--- src/rtl/camera_pkg.sv ---
// Shared definitions for the camera capture path: frame geometry defaults,
// coordinate width, capture FSM states and the RGB565 to RGB332 reduction.
package camera_pkg;

  localparam int H_ACTIVE_DEF = 640;
  localparam int V_ACTIVE_DEF = 480;
  localparam int COORD_W      = 11;

  typedef enum logic [1:0] {
    IDLE       = 2'd0,
    WAIT_FRAME = 2'd1,
    ACTIVE     = 2'd2
  } cap_state_t;

  // Keep the top bits of each colour channel: R3 G3 B2
  function automatic logic [7:0] rgb565_to_332(input logic [7:0] hi, input logic [7:0] lo);
    return {hi[7:5], hi[2:0], lo[4:3]};
  endfunction

endpackage

--- src/rtl/camera_capture_if.sv ---
// Framebuffer write port: one strobe plus the pixel value and its coordinates.
interface camera_capture_if;
  import camera_pkg::*;

  logic               write_enable;
  logic [7:0]         data_in;
  logic [COORD_W-1:0] data_in_x;
  logic [COORD_W-1:0] data_in_y;

  modport master (output write_enable, data_in, data_in_x, data_in_y);
  modport slave  (input  write_enable, data_in, data_in_x, data_in_y);

endinterface

--- src/rtl/camera_capture_sync_edge.sv ---
// Multi-flop synchronizer for one asynchronous level, with single-cycle
// rise and fall pulses derived from the synchronized value.
module sync_edge #(
  parameter int STAGES = 2
) (
  input  logic CLOCK_50,
  input  logic reset_n,
  input  logic async_in,
  output logic sync_out,
  output logic rise,
  output logic fall
);

  logic [STAGES-1:0] sync_r;
  logic              prev_r;

  // Shift the input through the chain and remember the previous settled value
  always_ff @(posedge CLOCK_50) begin
    if (!reset_n) begin
      sync_r <= {STAGES{1'b0}};
      prev_r <= 1'b0;
    end else begin
      sync_r[0] <= async_in;
      for (int i = 1; i < STAGES; i++) begin
        sync_r[i] <= sync_r[i-1];
      end
      prev_r <= sync_r[STAGES-1];
    end
  end

  assign sync_out = sync_r[STAGES-1];
  assign rise     = sync_out & ~prev_r;
  assign fall     = ~sync_out & prev_r;

endmodule

--- src/rtl/camera_capture.sv ---
// Captures an RGB565 camera stream (sampled on CLOCK_50) and writes RGB332
// pixels with their coordinates into a framebuffer, one frame at a time.
module camera_capture
  import camera_pkg::*;
#(
  parameter int H_ACTIVE    = H_ACTIVE_DEF,
  parameter int V_ACTIVE    = V_ACTIVE_DEF,
  parameter int SYNC_STAGES = 2
) (
  input  logic              CLOCK_50,
  input  logic              reset_n,
  input  logic              cam_pclk,
  input  logic              cam_vsync,
  input  logic              cam_href,
  input  logic [7:0]        cam_data,
  input  logic              capture_en,
  camera_capture_if.master  fb,
  output logic              frame_done,
  output logic              capturing,
  output logic              overflow
);

  localparam logic [COORD_W-1:0] X_LIM = COORD_W'(H_ACTIVE);
  localparam logic [COORD_W-1:0] Y_LIM = COORD_W'(V_ACTIVE);

  logic pclk_sync_s, pclk_rise_s, pclk_fall_s;
  logic href_s, href_rise_s, href_fall_s;
  logic vsync_sync_s, vsync_rise_s, vsync_fall_s;
  logic [7:0] data_s;
  logic unused_s;

  logic [7:0]         data_sync_r [SYNC_STAGES];
  cap_state_t         state_r;
  logic [COORD_W-1:0] x_r;
  logic [COORD_W-1:0] y_r;
  logic               phase_r;
  logic [7:0]         hi_r;

  sync_edge #(.STAGES(SYNC_STAGES)) u_pclk_sync (
    .CLOCK_50(CLOCK_50), .reset_n(reset_n), .async_in(cam_pclk),
    .sync_out(pclk_sync_s), .rise(pclk_rise_s), .fall(pclk_fall_s)
  );

  sync_edge #(.STAGES(SYNC_STAGES)) u_href_sync (
    .CLOCK_50(CLOCK_50), .reset_n(reset_n), .async_in(cam_href),
    .sync_out(href_s), .rise(href_rise_s), .fall(href_fall_s)
  );

  sync_edge #(.STAGES(SYNC_STAGES)) u_vsync_sync (
    .CLOCK_50(CLOCK_50), .reset_n(reset_n), .async_in(cam_vsync),
    .sync_out(vsync_sync_s), .rise(vsync_rise_s), .fall(vsync_fall_s)
  );

  assign unused_s = ^{pclk_sync_s, pclk_fall_s, href_rise_s, vsync_sync_s};

  // Data bus uses the same depth as the strobes so each byte lines up with its pclk edge
  always_ff @(posedge CLOCK_50) begin
    if (!reset_n) begin
      for (int i = 0; i < SYNC_STAGES; i++) begin
        data_sync_r[i] <= 8'h00;
      end
    end else begin
      data_sync_r[0] <= cam_data;
      for (int i = 1; i < SYNC_STAGES; i++) begin
        data_sync_r[i] <= data_sync_r[i-1];
      end
    end
  end

  assign data_s = data_sync_r[SYNC_STAGES-1];

  // Capture FSM with pixel assembly, coordinate counters and registered outputs
  always_ff @(posedge CLOCK_50) begin
    if (!reset_n) begin
      state_r         <= IDLE;
      x_r             <= {COORD_W{1'b0}};
      y_r             <= {COORD_W{1'b0}};
      phase_r         <= 1'b0;
      hi_r            <= 8'h00;
      fb.write_enable <= 1'b0;
      fb.data_in      <= 8'h00;
      fb.data_in_x    <= {COORD_W{1'b0}};
      fb.data_in_y    <= {COORD_W{1'b0}};
      frame_done      <= 1'b0;
      capturing       <= 1'b0;
      overflow        <= 1'b0;
    end else begin
      fb.write_enable <= 1'b0;
      frame_done      <= 1'b0;
      case (state_r)
        IDLE: begin
          // Only a vsync rise arms capture, so a frame already in flight is skipped
          if (vsync_rise_s) begin
            state_r <= WAIT_FRAME;
          end
        end
        WAIT_FRAME: begin
          if (vsync_fall_s && capture_en) begin
            state_r   <= ACTIVE;
            capturing <= 1'b1;
            x_r       <= {COORD_W{1'b0}};
            y_r       <= {COORD_W{1'b0}};
            phase_r   <= 1'b0;
            overflow  <= 1'b0;
          end
        end
        ACTIVE: begin
          if (vsync_rise_s) begin
            state_r    <= WAIT_FRAME;
            capturing  <= 1'b0;
            frame_done <= 1'b1;
            phase_r    <= 1'b0;
          end else if (href_fall_s) begin
            // Line end wins over a coincident pclk edge and drops any dangling high byte
            x_r     <= {COORD_W{1'b0}};
            phase_r <= 1'b0;
            if (y_r < Y_LIM) begin
              y_r <= y_r + 11'd1;
            end
          end else if (pclk_rise_s && href_s) begin
            if (!phase_r) begin
              hi_r    <= data_s;
              phase_r <= 1'b1;
            end else begin
              phase_r <= 1'b0;
              if ((x_r < X_LIM) && (y_r < Y_LIM)) begin
                fb.write_enable <= 1'b1;
                fb.data_in      <= rgb565_to_332(hi_r, data_s);
                fb.data_in_x    <= x_r;
                fb.data_in_y    <= y_r;
              end else begin
                overflow <= 1'b1;
              end
              if (x_r < X_LIM) begin
                x_r <= x_r + 11'd1;
              end
            end
          end
        end
        default: begin
          state_r   <= IDLE;
          capturing <= 1'b0;
        end
      endcase
    end
  end

endmodule

--- src/flat_wrapper.sv ---
// flat-port wrapper written by rule: the top's interface ports become plain ports
module camera_capture_flat import camera_pkg::*;
#(
  parameter int H_ACTIVE    = H_ACTIVE_DEF,
  parameter int V_ACTIVE    = V_ACTIVE_DEF,
  parameter int SYNC_STAGES = 2
)
  (CLOCK_50, reset_n, cam_pclk, cam_vsync, cam_href, cam_data, capture_en, frame_done, capturing, overflow, fb_write_enable, fb_data_in, fb_data_in_x, fb_data_in_y);
  camera_capture_if fb_i ();
  input  logic CLOCK_50;
  input  logic reset_n;
  input  logic cam_pclk;
  input  logic cam_vsync;
  input  logic cam_href;
  input  logic [7:0] cam_data;
  input  logic capture_en;
  output logic frame_done;
  output logic capturing;
  output logic overflow;
  output wire logic [$bits(fb_i.write_enable)-1:0] fb_write_enable;
  output wire logic [$bits(fb_i.data_in)-1:0] fb_data_in;
  output wire logic [$bits(fb_i.data_in_x)-1:0] fb_data_in_x;
  output wire logic [$bits(fb_i.data_in_y)-1:0] fb_data_in_y;
  assign fb_write_enable = fb_i.write_enable;
  assign fb_data_in = fb_i.data_in;
  assign fb_data_in_x = fb_i.data_in_x;
  assign fb_data_in_y = fb_i.data_in_y;
  camera_capture #(.H_ACTIVE(H_ACTIVE), .V_ACTIVE(V_ACTIVE), .SYNC_STAGES(SYNC_STAGES)) u_core (.CLOCK_50(CLOCK_50), .reset_n(reset_n), .cam_pclk(cam_pclk), .cam_vsync(cam_vsync), .cam_href(cam_href), .cam_data(cam_data), .capture_en(capture_en), .fb(fb_i), .frame_done(frame_done), .capturing(capturing), .overflow(overflow));
endmodule
--- config.mk ---
export PLATFORM = sky130hd
export DESIGN_NAME = camera_capture_flat
export DESIGN_NICKNAME = d
export VERILOG_FILES = /design/src/rtl/camera_pkg.sv /design/src/rtl/camera_capture_if.sv /design/src/rtl/camera_capture_sync_edge.sv /design/src/rtl/camera_capture.sv /design/src/flat_wrapper.sv
export SDC_FILE = /design/constraint.sdc
export NUM_CORES = 1
export LEC_CHECK = 0
export ABC_AREA = 0
export ABC_CLOCK_PERIOD_IN_PS = 1820
export BUFFER_PORTS_ARGS = -buffer_cell sky130_fd_sc_hd__buf_2
export CAP_MARGIN = 30
export CORE_AREA = 2 2 109 111
export CTS_CLUSTER_DIAMETER = 60
export DETAILED_ROUTE_END_ITERATION = 10
export DIE_AREA = 0 0 111 113
export PLACE_DENSITY_LB_ADDON = 0.12
export SLEW_MARGIN = 0
export SYNTH_ARGS = -nofsm -noshare
export SYNTH_HDL_FRONTEND = slang
export SYNTH_SLANG_ARGS = --single-unit
export TNS_END_PERCENT = 1
--- constraint.sdc ---
create_clock -name CLOCK_50 -period 1.82 [get_ports CLOCK_50]
set_input_delay 0.091 -clock CLOCK_50 [delete_from_list [all_inputs] [get_ports CLOCK_50]]
set_output_delay 0.091 -clock CLOCK_50 [all_outputs]
set_load 0.05 [all_outputs]
Word level (Yosys, flattened, before mapping)
Memory sizes are Yosys's and may differ from the RTL's.
Index checks and enable logic that the tools add are counted.
Operators by class
  bitwise gates (word level): 17
  order comparisons: 2
  equality and inequality tests: 16
  mux-type cells: 35
  shifts and indexed selects: 0
  reductions and logical operators: 16
  add/subtract/negate cells: 2
  $mul: 0
  divide/modulo/power cells: 0
Operator list (count)
  $mux 11: 9
  $pmux 11 s2: 2
  $add 11x1->11 const B: 2
  $mux 1: 16
  $mux 8: 2
  $ne 2x1->1 const B: 6
  $reduce_and 6->1: 2
  $lt 11x10->1 const B: 1
  $lt 11x9->1 const B: 1
  $not 1->1: 11
  $reduce_and 5->1: 2
  $ne 3x1->1 const B: 3
  $ne 2x2->1 const B: 4
  $reduce_and 7->1: 1
  $reduce_and 3->1: 2
  $reduce_or 6->1: 1
  $and 1x1->1: 4
  $mux 2: 2
  $ne 4x2->1 const B: 1
  $pmux 1 s2: 2
  $pmux 2 s2: 1
  $reduce_and 2->1: 2
  $logic_and 1x1->1: 3
  $pmux 1 s3: 1
  other kinds (6): 7
Storage, ports and cells
  input bits: 14
  flip-flop bits (word level): 76
  output and inout bits: 34
  ROM bits: 0
  bits in latches: 0
  memory bits (writable): 16
  memories: 1
Memory list
  u_core.data_sync_r: words 2, bits a word 8, read ports 2, clocked after Yosys merged registers in 0, wr ports 2, line camera_capture.sv:32  | logic [7:0] data_sync_r [SYNC_STAGES];

Depth between registers and ports, before layout
  depth in word-level cells: 8
  depth in mapped cells: 9
  mapped depth without buffers: 7

Cells and area by module
A second synthesis with hierarchy kept.
Second synthesis, totals
  cell total of the unflattened synthesis: 391
  area, all modules: 3577.2 µm²
By module, submodules not included
  camera_capture: area an instance 3303.2 µm², cells each 367, instances 1, seq. area each 1621.6 µm²
  sync_edge: area an instance 91.3 µm², cells each 8, instances 3, seq. area each 60.1 µm²

Least setup slack after synthesis
Ideal clock, no wire load.
  path type: reg2reg
  from: reg u_core.state_r[0]
  to: reg u_core.phase_r
  clock period less this slack: 1.859 ns
  cell stages (with the launch flop): 8
  path buffers: 1
  slack: -0.039 ns
  data arrival time: 1.789 ns
  library setup time: 0.070 ns
  cells stage by stage: dfxtp_1 > inv_1 > ha_1 > nand3b_4 > or4_1 > buf_2 > or3_1 > a21oi_1
On the way
  longest elaborated chain between the ends: 3
RTL lines
  from (decl): line camera_capture.sv:33  | cap_state_t state_r;
  from (signal assigned): line camera_capture.sv:75  | state_r <= IDLE;
  from (signal assigned): line camera_capture.sv:94  | state_r <= WAIT_FRAME;
  from (signal assigned): line camera_capture.sv:99  | state_r <= ACTIVE;
  $eq 2x2->1 or $eq 2x1->1 (tied branches): line camera_capture.sv:90  | case (state_r)
  $ne 4x2->1 (no line), or another cell as far along
  $reduce_and 3->1 (no line)
  to (signal assigned): line camera_capture.sv:103  | phase_r <= 1'b0;
  to (signal assigned): line camera_capture.sv:112  | phase_r <= 1'b0;
  to (signal assigned): line camera_capture.sv:116  | phase_r <= 1'b0;
  to (decl): line camera_capture.sv:36  | logic phase_r;
Parallel ways exist; a longest one is shown, timed or not.
A chain may end at the register's enable or synchronous reset.

Worst setup path after layout
  from: reg u_core.state_r[1]
  to: reg u_core.x_r[0]
On the way
  longest elaborated chain between the ends: 3
RTL lines
  $eq 2x2->1 or $eq 2x1->1 (tied branches): line camera_capture.sv:90
  $ne 3x1->1 (no line), or another cell as far along
  $reduce_and 6->1 (no line)
  to (signal assigned): line camera_capture.sv:76  | x_r <= {COORD_W{1'b0}};
  to (signal assigned): line camera_capture.sv:101  | x_r <= {COORD_W{1'b0}};
  to (signal assigned): line camera_capture.sv:115  | x_r <= {COORD_W{1'b0}};
  to (decl): line camera_capture.sv:34  | logic [COORD_W-1:0] x_r;
Parallel ways exist; a longest one is shown, timed or not.

==> results.md <==
- The run finished with clean final reports.
- The first global-routing pass estimated 12700 um of wire.
- The number of antenna violations at the first check in global routing is 0.
- During I/O placement, the number of pins put on the boundary was 48.
- For this configuration, the core starts out at a cell density of 0.298.
- The count of warnings emitted by yosys is 0.
- The count of cell types in the netlist is 39.
- The number of violations reported at the end of detailed-routing iteration 0 is 75.
- The routed wirelength normalized by instance count is 13.0 um.
- The cell leakage power is 1.83 nW.
- The synthesized design spends more area on one cell type than any other, namely dfxtp_1.
- TritonCTS built the clock tree.
- The most used flip-flop cell after synthesis is dfxtp_1.
- The upper clock frequency limit is 556 MHz.
- The share of the Yosys chip area taken by registers is 0.537.
- The placed standard-cell area is 0.00391 mm^2.
- The number of buffers and inverters on the critical path is 4.
- The chip width is 111 um.
- The initialized floorplan defines 39 standard-cell rows.
- Clock-pin slew was measured on the worst setup and hold paths at 0.06 ns.
- Among all cell types in the netlist, the one instantiated most often is dfxtp_1.
- The class of the tightest hold or removal check is in2reg.
- By area the synthesized netlist is led by dfxtp_1 (54%), nand2_1 (7.6%), a21oi_1 (5.2%).
- The H-tree depth reported by CTS is 3.
- The via count of the first global-routing pass is 2673.
- The detail route stage leaves a number of antenna-violating nets equal to 0.
- Entering global routing, the biggest net connects 27 pins.
- The tightest slew margin relative to the limit is 0.736.
- The slowest stage of the critical path is the dfxtp_4 cell.
- The worst setup path is of the reg2reg kind.
- Detailed routing inserted a total of 2704 vias.
- The average cell area after synthesis is 9.05 um^2.
- At the later pin of the worst-skew pair, clock insertion delay measures 0.34 ns.
- Final hold analysis gives a worst-case slack of 0.209 ns.
- The global-route track usage on met3 is 0.0375.
- Dividing the detail-routed via count by the number of cells gives 4.53.
- The fraction of registers with async set or reset after synthesis is 0.
- The required time of the critical path is 2.10 ns.
- The final instance area is 0.00441 mm^2.
- The most numerous cell on the critical path is buf_4.
- The clock passes through at most 2 buffers.
- Detailed placement finished with a half-perimeter wire length of 4970 um.
- For the pin with the worst max-slew slack, the measured transition is 0.395 ns.
- The maximum VDD drop is 0.632 mV.
- For this run the aggregate overflow at the end of global routing stands at 0.
- The total wire length after detailed routing is 7750 um.
- The worst setup slack for register-to-register paths is 0.02 ns.
- The count of final max-slew check failures is 0.
- The global routing stage identified its most utilized layer as met2.
- The final cell count without fillers is 597.
- Setup violations remaining at the end of the flow were counted as 0.
- The synthesized netlist net count is 390.
- The die height is 113 um.
- Counting tap cells, the placed design contains a total of 569 instances.
- For this run, the post-layout net count is 469.
- The total area inside the core boundary comes to 0.0113 mm^2.
- In this design, the largest share of critical-path delay is due to buffers and inverters.
- The die outline area is 0.0125 mm^2.
- The CTS root buffer is clkbuf_16.
- The number of enable flip-flop cells after synthesis is 0.
- The final standard cell utilization of the core is 0.392.
- The final weighted congestion in routability-driven placement is 0.757.
- In the global route stage, met2 resource usage came out at 0.196.
- In the routed design, unresolved DRC markers number 0.
- Max-cap violations in this run came to 0.
- The number of hold violations in the final report is 0.
- STA classifies the critical path endpoint as a register.
- The maximum cell stage delay along the critical path is 0.34 ns.
- The worst path needs 1.80 ns of the cycle, external delays included.
- The fraction of layout cells with a size suffix above 1 is 0.251.
- The global-route met1 utilization is 0.165.
- The largest fanout of any net on the critical path is 3.
- The commonest cells after synthesis are dfxtp_1 (90), nand2_1 (68), a21oi_1 (35).
- The layout overhead on the synthesized area is 31.5%.
- The signal on the critical path passes through inv_2, ha_4, inv_1, o32ai_2, buf_4, buf_4, nand2_2, or3_4, a21oi_2.
- STA classifies the critical path startpoint as a register.
- The number of clock buffers added by TritonCTS is 9.
- 0 antenna diodes ended up in the layout.
- The number of register bits inferred by synthesis is 90.
- On the final layout, the worst clock skew is 0.00655 ns.
- The mapped netlist covers 0.00336 mm^2.
- In the global route stage, overall resource usage came out at 0.126.
- The top-area cell type share of the netlist area is 0.537.
- The worst endpoint data arrival time is 2.07 ns.
- The share of the clock period used by the worst path after layout is 0.988.
- Power spread over the standard cell area amounts to 936 mW/mm^2.
- Port buffering added 47 buffers.
- After technology mapping, the gate count stands at 371.
- The first detailed-routing pass ran for 4 iterations.
- The clock net sink count is 90.
- Setup repair after global routing could not meet its margin everywhere.
[power by group]
group / internal [W] / total (W) / switching, W / leakage, nW
sequential: 0.00200 / 0.00202 / 0.0000148 / 0.731
combinational: 0.000202 / 0.000423 / 0.000221 / 0.967
clock: 0.000919 / 0.00169 / 0.000770 / 0.128
total: 0.00312 / 0.00413 / 0.00101 / 1.83
[final timing paths]
path,start,to,depth (start not counted)
setup / recovery,u_core.state_r[1],u_core.x_r[0],9
hold / removal,reset_n,u_core.data_sync_r[0][11],2
setup reg to reg,u_core.state_r[1],u_core.x_r[0],9
hold reg to reg,u_core.data_sync_r[0][7],u_core.data_sync_r[0][15],1
[worst register-to-register path, stage by stage, from the launching register on]
cell and delay [ns]:
dfxtp_4 0.34, inv_2 0.10, ha_4 0.15, inv_1 0.05
o32ai_2 0.28, buf_4 0.16, buf_4 0.11, nand2_2 0.08
or3_4 0.34, a21oi_2 0.12
[routing by layer]
metal | vias to the layer above | routed length [um]
li1 | 1412 | -
met1 | 1237 | 3960
met2 | 43 | 3400
met3 | 12 | 257
met4 | 0 | 121
met5 | - | 0
[stage by stage]
step | worst slack (ns) | setup TNS, ns | total power, W
5_1_grt | -0.0560 | -0.308 | 0.00434
3_5_place_dp | -0.0356 | -0.0671 | 0.00241
4_1_cts | 0.00181 | 0 | 0.00415
3_3_place_gp | -0.0326 | -0.0326 | 0.00240
2_1_floorplan | -0.0373 | -0.259 | 0.00227
6_report | 0.0217 | 0 | 0.00413
[sequential cells by signal (all words and copies together), names as in the netlist, 2 cells and up]
signal / cells
u_core.data_sync_r: 16
u_core.fb.data_in: 8
u_core.fb.data_in_x: 11
u_core.fb.data_in_y: 11
u_core.hi_r: 6
u_core.state_r: 2
u_core.u_href_sync.sync_r: 2
u_core.u_pclk_sync.sync_r: 2
u_core.u_vsync_sync.sync_r: 2
u_core.x_r: 11
u_core.y_r: 11
[cells in the final DEF (no fill, tap or decap), drive strengths merged, types with 3 or more instances in the layout]
cell	count
nand3	10
clkinv	4
and2	25
clkbuf	9
a31oi	3
dlygate4sd3	11
ha	5
inv	7
mux2i	7
and3	14
buf	77
nor2	28
o211ai	7
dfxtp	90
nand2b	5
o21ai	5
o31ai	5
xor2	6
nand2	68
nor3	4
a21oi	35
nand4b	5
[repair_timing]
item | CTS | global route
hold buffers | 11 | 0
resized for setup | 4 | 21
setup buffers | 0 | 1
hold endpoints to repair | 11 | 0
cloned | 0 | 1
endpoints found under the setup margin | 2 | 21
pin swaps | 1 | 8
[kinds of logic after synthesis]
logic type | Yosys count | share of synthesized area
and+or+nand+nor | 171 | 0.253
DFF | 90 | 0.537
AOI/OAI and AO/OA | 65 | 0.121
buffers and inverters | 27 | 0.0339
muxes | 7 | 0.0209
xor gates and xnor gates | 6 | 0.0157
adders and majority gates | 5 | 0.0186
[layout make-up]
type	count	area, um^2
Fill cell	1139	6860
Sequential cell	90	1810
Multi-Input combinational cell	254	1550
Timing Repair Buffer	88	584
Clock buffer	9	225
Tap cell	143	179
Clock inverter	6	42.5
Inverter	7	28.8
No activity file was read; power rests on OpenSTA's default activity.
